[config.mk]
export PLATFORM = sky130hd
export DESIGN_NAME = grf_writeback
export DESIGN_NICKNAME = d
export VERILOG_FILES = /design/src/rtl/grf_writeback.sv
export SDC_FILE = /design/constraint.sdc
export NUM_CORES = 2
export LEC_CHECK = 0
export CORE_MARGIN = 4
export CORE_UTILIZATION = 40
export CTS_CLUSTER_DIAMETER = 120
export DETAILED_ROUTE_END_ITERATION = 7
export PLACE_DENSITY = 0.53
export SLEW_MARGIN = 5
export SYNTH_ARGS = -nofsm -noshare
export SYNTH_HDL_FRONTEND = slang
export SYNTH_SLANG_ARGS = --single-unit
[constraint.sdc]
create_clock -name clk -period 4.4 [get_ports clk]
set_input_delay 0.88 -clock clk [delete_from_list [all_inputs] [get_ports clk]]
set_output_delay 0.88 -clock clk [all_outputs]
set_load 0.01 [all_outputs]
[src/rtl/grf_writeback.sv]
`default_nettype none
// ============================================================================
//  Module   : grf_writeback
//  Brief    : General register file for the single-cycle MIPS datapath.
//             2^DEPTH_LOG2 x WIDTH registers, two combinational read ports,
//             one synchronous write port, register $0 hardwired to zero.
//             Every committed write prints a checker-format trace line.
//  Options  : define GRF_BYPASS_EN to forward same-cycle write data to the
//             read ports (write-to-read bypass).
//  Revision : 1.0 - initial release
// ============================================================================
module grf_writeback #(
  parameter int WIDTH      = 32,
  parameter int DEPTH_LOG2 = 5,
  parameter bit TRACE_ON   = 1'b1
) (
  input  logic                  clk,
  input  logic                  reset,
  input  logic [31:0]           PC,
  input  logic [DEPTH_LOG2-1:0] A1,
  input  logic [DEPTH_LOG2-1:0] A2,
  input  logic [DEPTH_LOG2-1:0] A3,
  input  logic [WIDTH-1:0]      WD,
  input  logic                  RegWrite,
  output logic [WIDTH-1:0]      RD1,
  output logic [WIDTH-1:0]      RD2
);

  localparam int c_DEPTH = 1 << DEPTH_LOG2;

  // Storage. Entry 0 is only ever cleared; reads of $0 are forced to zero.
  logic [WIDTH-1:0] r_regs [c_DEPTH];

  // One write-enable per writable register. Gating by RegWrite first keeps
  // an unknown A3 from producing any enable while writes are off.
  logic [c_DEPTH-1:1] w_we;

  generate
    for (genvar gi = 1; gi < c_DEPTH; gi++) begin : g_dec
      assign w_we[gi] = RegWrite && (A3 == DEPTH_LOG2'(gi));
    end
  endgenerate

  // Register update: reset clears everything and wins over a pending write.
  always_ff @(posedge clk) begin
    if (reset) begin
      for (int i = 0; i < c_DEPTH; i++) begin
        r_regs[i] <= '0;
      end
    end else begin
      for (int i = 1; i < c_DEPTH; i++) begin
        if (w_we[i]) begin
          r_regs[i] <= WD;
        end
      end
    end
  end

  // Array read with $0 forced to zero.
  logic [WIDTH-1:0] w_arr1;
  logic [WIDTH-1:0] w_arr2;

  // Array read ports.
  always_comb begin
    w_arr1 = (A1 == '0) ? '0 : r_regs[A1];
    w_arr2 = (A2 == '0) ? '0 : r_regs[A2];
  end

  logic w_byp1;
  logic w_byp2;

`ifdef GRF_BYPASS_EN
  // Forward the in-flight write; never for $0 and never while in reset.
  always_comb begin
    w_byp1 = !reset && RegWrite && (A3 != '0) && (A3 == A1);
    w_byp2 = !reset && RegWrite && (A3 != '0) && (A3 == A2);
  end
`else
  // No forwarding: same-cycle reads observe the pre-write contents.
  always_comb begin
    w_byp1 = 1'b0;
    w_byp2 = 1'b0;
  end
`endif

  // Final read data selection.
  always_comb begin
    RD1 = w_byp1 ? WD : w_arr1;
    RD2 = w_byp2 ? WD : w_arr2;
  end

`ifndef SYNTHESIS
  // Checker trace: shows the requested write, including writes aimed at $0.
  always_ff @(posedge clk) begin
    if (TRACE_ON && !reset && RegWrite) begin
      $display("@%h: $%d <= %h", PC, A3, WD);
    end
  end
`endif

endmodule
`default_nettype wire
# After elaboration in Yosys (flattened, before gate mapping)
# Memories as Yosys holds them, arrays and structs flattened.
# Index checks and enable logic that the tools add are counted.
# op_classes
eq_ne,31
bitwise_logic,31
div,0
n_addsub,0
n_reduce_logical,33
shift,0
n_mux,128
n_mul,0
order_cmp,0
# op_table
cell,count
$mux 32,33
$mux 1,95
$eq 5x5->1 const B,16
$eq 5x4->1 const B,8
$logic_and 1x1->1,31
$or 1x1->1,31
$eq 5x3->1 const B,4
$eq 5x2->1 const B,2
$logic_not 5->1,2
$eq 5x1->1 const B,1
# totals
latch_bits,0
mem_count,1
out_inout_bits,64
mem_bits_ro,0
reg_bits,0
ram_bits,1024
# mem_list
memory,depth,width,rd,rd_clocked_by_memory_dff,wr,line,source
r_regs,32,32,2,0,32,32,logic [WIDTH-1:0] r_regs [c_DEPTH];

# Longest topological paths before layout
# logic_depth
ltp_word,6
depth_mapped,10
depth_no_buf,5

# Least setup slack after synthesis
# No wires, ideal clock.
# synth_path
kind,input to register
startpoint,input port A3[0]
endpoint,memory r_regs[23][0] (enable)
t_required_ps,3934
path_buffers,1
arrival_ps,3542
cell_stages,3
slack_ps,392
cell_sequence,clkbuf_1 > nand2_1 > o21ai_0
# synth_lines
element,line,source
from (decl),22,"input logic [DEPTH_LOG2-1:0] A3,"
to (decl),32,

# Worst setup path after layout
# layout_path
startpoint,input port A2[1]
endpoint,output port RD2[19]
# layout_via
elab_chain_cells,2
# layout_rtl
element,line,source
from (decl),21,"input logic [DEPTH_LOG2-1:0] A2,"
$mem_v2 32x32 / $logic_not 5->1 (equally long branches),n/a,
$mux 32 *,66,w_arr2 = (A2 == '0) ? '0 : r_regs[A2];
to (decl),26,output logic [WIDTH-1:0] RD2
# Mark *: on every way between the ends. The rest lies on a longest branch, timed or not.

==> summary.md <==
| Metric | Value |
|---|---|
| Largest regs | r_regs x992 |
| M1 WL | 69.9 mm |
| Ys flop type | edfxtp_1 |
| Tot GR Track Use | 27.1% |
| Placed insts | 5,011 |
| Die area | 129,000 µm² |
| Max Transition Viols Final | 0 |
| DRT Wirelength | 176 mm |
| CTS clk-pin slew, worst paths | 0.06 ns |
| Number of synthesized flops with an enable pin | 992 |
| Die Y | 359 µm |
| Unique masters post-synth | 44 |
| Hold buffer count at cts | 0 |
| CTS resizes | 0 |
| Slew @ Worst Pin | 1.23 ns |
| Final setup fails | 0 |
| Gate Count Post-Synth | 3,316 |
| RSZ-0062 raised after global routing | no |
| CTS Buffer Depth | 3 |
| Drt initial violations | 4,250 |
| Design Power | 24,100 µW |
| Met2 wire len | 82.0 mm |
| Hold endpoint | r_regs[7][30] |
| IO buf count | 113 |
| Core region area | 122,000 µm² |
| Initial antenna violation count | 5 |
| Syn Nets | 3,398 |
| Headroom to the max-slew limit | 18.0% |
| Drt wl/cell | 33.7 µm |
| # clock sinks | 992 |
| Top Layer Used | met5 |
| Core Rows | 128 |
| DIE WIDTH | 359 µm |
| Via/cell ratio | 6.30 |
| CTS tree | yes |
| Hold Violations, Final | 0 |
| Mapped Area | 49,200 µm² |
| Vias in the first global route | 33,900 |
| Placer Congestion | 0.836 |
| Met3 wire length | 16.9 mm |
| Starting Density | 40.3% |
| Worst hold path type | in -> reg |
| First drt pass iteration count | 6 |
| Synthesis warning total | 0 |
| IO Count | 146 |
| Cells along the critical path | buf_8, buf_12, buf_4, mux2_2, a22oi_1, o21ai_0, a21oi_1, o221ai_1, clkdlybuf4s50_1 |
| CP Launch Type | input pin |
| Synth Register Bits | 992 |
| Largest delay share family, worst path | buffers and inverters |
| Worst endpoint required time | 3.52 ns |
| Pwr per Cell Area | 418 nW/µm² |
| Max reg flops | 992 |
| Status | complete, no violations |
| Detailed-route via count | 32,800 |
| HPWL Detailed | 108 mm |
| Final nets | 3,579 |
| Root buffer cell | clkbuf_16 |
| Largest net degree at the start of global routing | 50 |
| Post-CTS setup buffers | 0 |
| Biggest register | r_regs |
| P&R area growth vs syn | 17.0% |
| CP endpoint kind | output port |
| Critical path class | in -> out |
| Cts bufs inserted | 109 |
| Crit share post-route | 98.0% |
| First-pass GRT wire length | 247 mm |
| Sequential fraction of the synthesis area | 60.6% |
| Hold Startpoint | WD[30] |
| Worst VDD drop | 348 µV |
| Layout Cells excl Fill | 5,211 |
| Max cap viols | 0 |
| CP Max Fanout | 27 |
| Final TNS setup | 0 ns |
| Hold slack final | 1.13 ns |
| Hold Crit Depth | 4 |
| Post-synth ARST share | 0% |
| Fmax | 0.232 GHz |
| Commonest non-fill, non-tap cell in the layout | edfxtp_1 |
| Syn avg cell area | 14.8 µm² |
| Share of post-route cells with drive strength above 1 | 26.8% |
| Most frequent cells in the layout | edfxtp_1, nor2_1, mux4_2, nand2_1, buf_4 |
| Routed Antenna Nets | 0 |
| DRC | 0 |
| Final Critical Period | 4.31 ns |
| Critical Path Slowest Stage Cell | clkdlybuf4s50_1 |
| CP Data Arrival Time | 3.43 ns |
| Buf+Inv Stages, Crit Path | 4 |
| CP max stage delay | 0.66 ns |
| Htree depth | 3 |
| GRT overflow | 0 |
| Leakage | 0.0196 µW |
## layer usage
| metal | global-route usage (%) | up-vias |
|---|---|---|
| li1 | - | 13300 |
| met1 | 36.7 | 17300 |
| met2 | 43.0 | 1842 |
| met3 | 6.26 | 378 |
| met4 | 9.84 | 6 |
| met5 | 0 | - |
## how the worst max path moves through the flow
stage	slack (ns)	cells after the start	to	from
6_report	0.09	9	RD2[19]	A2[1]
3_3_place_gp	0.08	8	RD2[29]	A2[1]
3_5_place_dp	0.08	8	RD2[29]	A2[1]
2_1_floorplan	0.39	3	r_regs[23][0]	A3[0]
5_1_grt	0.005	9	RD2[19]	A2[1]
4_1_cts	0.07	8	RD2[29]	A2[1]
## per-stage QoR
step | utilization, % | setup slack (ns) | instance area (µm²)
floorplan | - | 0.392 | 49200
global placement | 44.2 | 0.0778 | 54000
detailed placement | 44.2 | 0.0777 | 54000
CTS | 47.2 | 0.0731 | 57600
global route | 47.2 | 0.00548 | 57600
finish | 47.2 | 0.0884 | 57600
## Yosys cell counts, types with 39 or more instances
cell	instances	area, µm²
nand2_1	264	991
a21oi_1	118	591
nor2b_1	47	294
mux2i_1	147	1470
buf_2	75	375
a221oi_1	39	342
mux4_2	410	9230
nor2_1	609	2290
edfxtp_1	992	29800
mux2_2	73	822
clkbuf_1	161	604
nand3_1	40	200
## cell families (layout without fill, tap and decap cells)
kind of cell	after synthesis	in the layout	share of synthesized area, %
and+or+nand+nor	1016	1016	8.32
buffers and inverters	337	606	3.27
DFF	992	992	60.6
muxes	630	630	23.4
other	0	1	0
AOI/OAI and AO/OA	341	341	4.43
## area by class of cell
| type | count | area [µm²] |
|---|---|---|
| timing repair buffer | 368 | 3960 |
| sequential | 992 | 29800 |
| inverter | 39 | 150 |
| antenna | 1 | 2.50 |
| clock inverter | 73 | 752 |
| multi-input combinational | 1987 | 18100 |
| fill | 10600 | 64500 |
| tap | 1625 | 2030 |
| clock buffer | 126 | 2830 |
## where the power goes
part           internal [µW]  switching [µW]  total, µW
sequential             11100             316      11400
combinational           1460            1870       3330
clock                   5510            3810       9310
total                  18100            5990      24100
(Power assumes the default switching activity.)
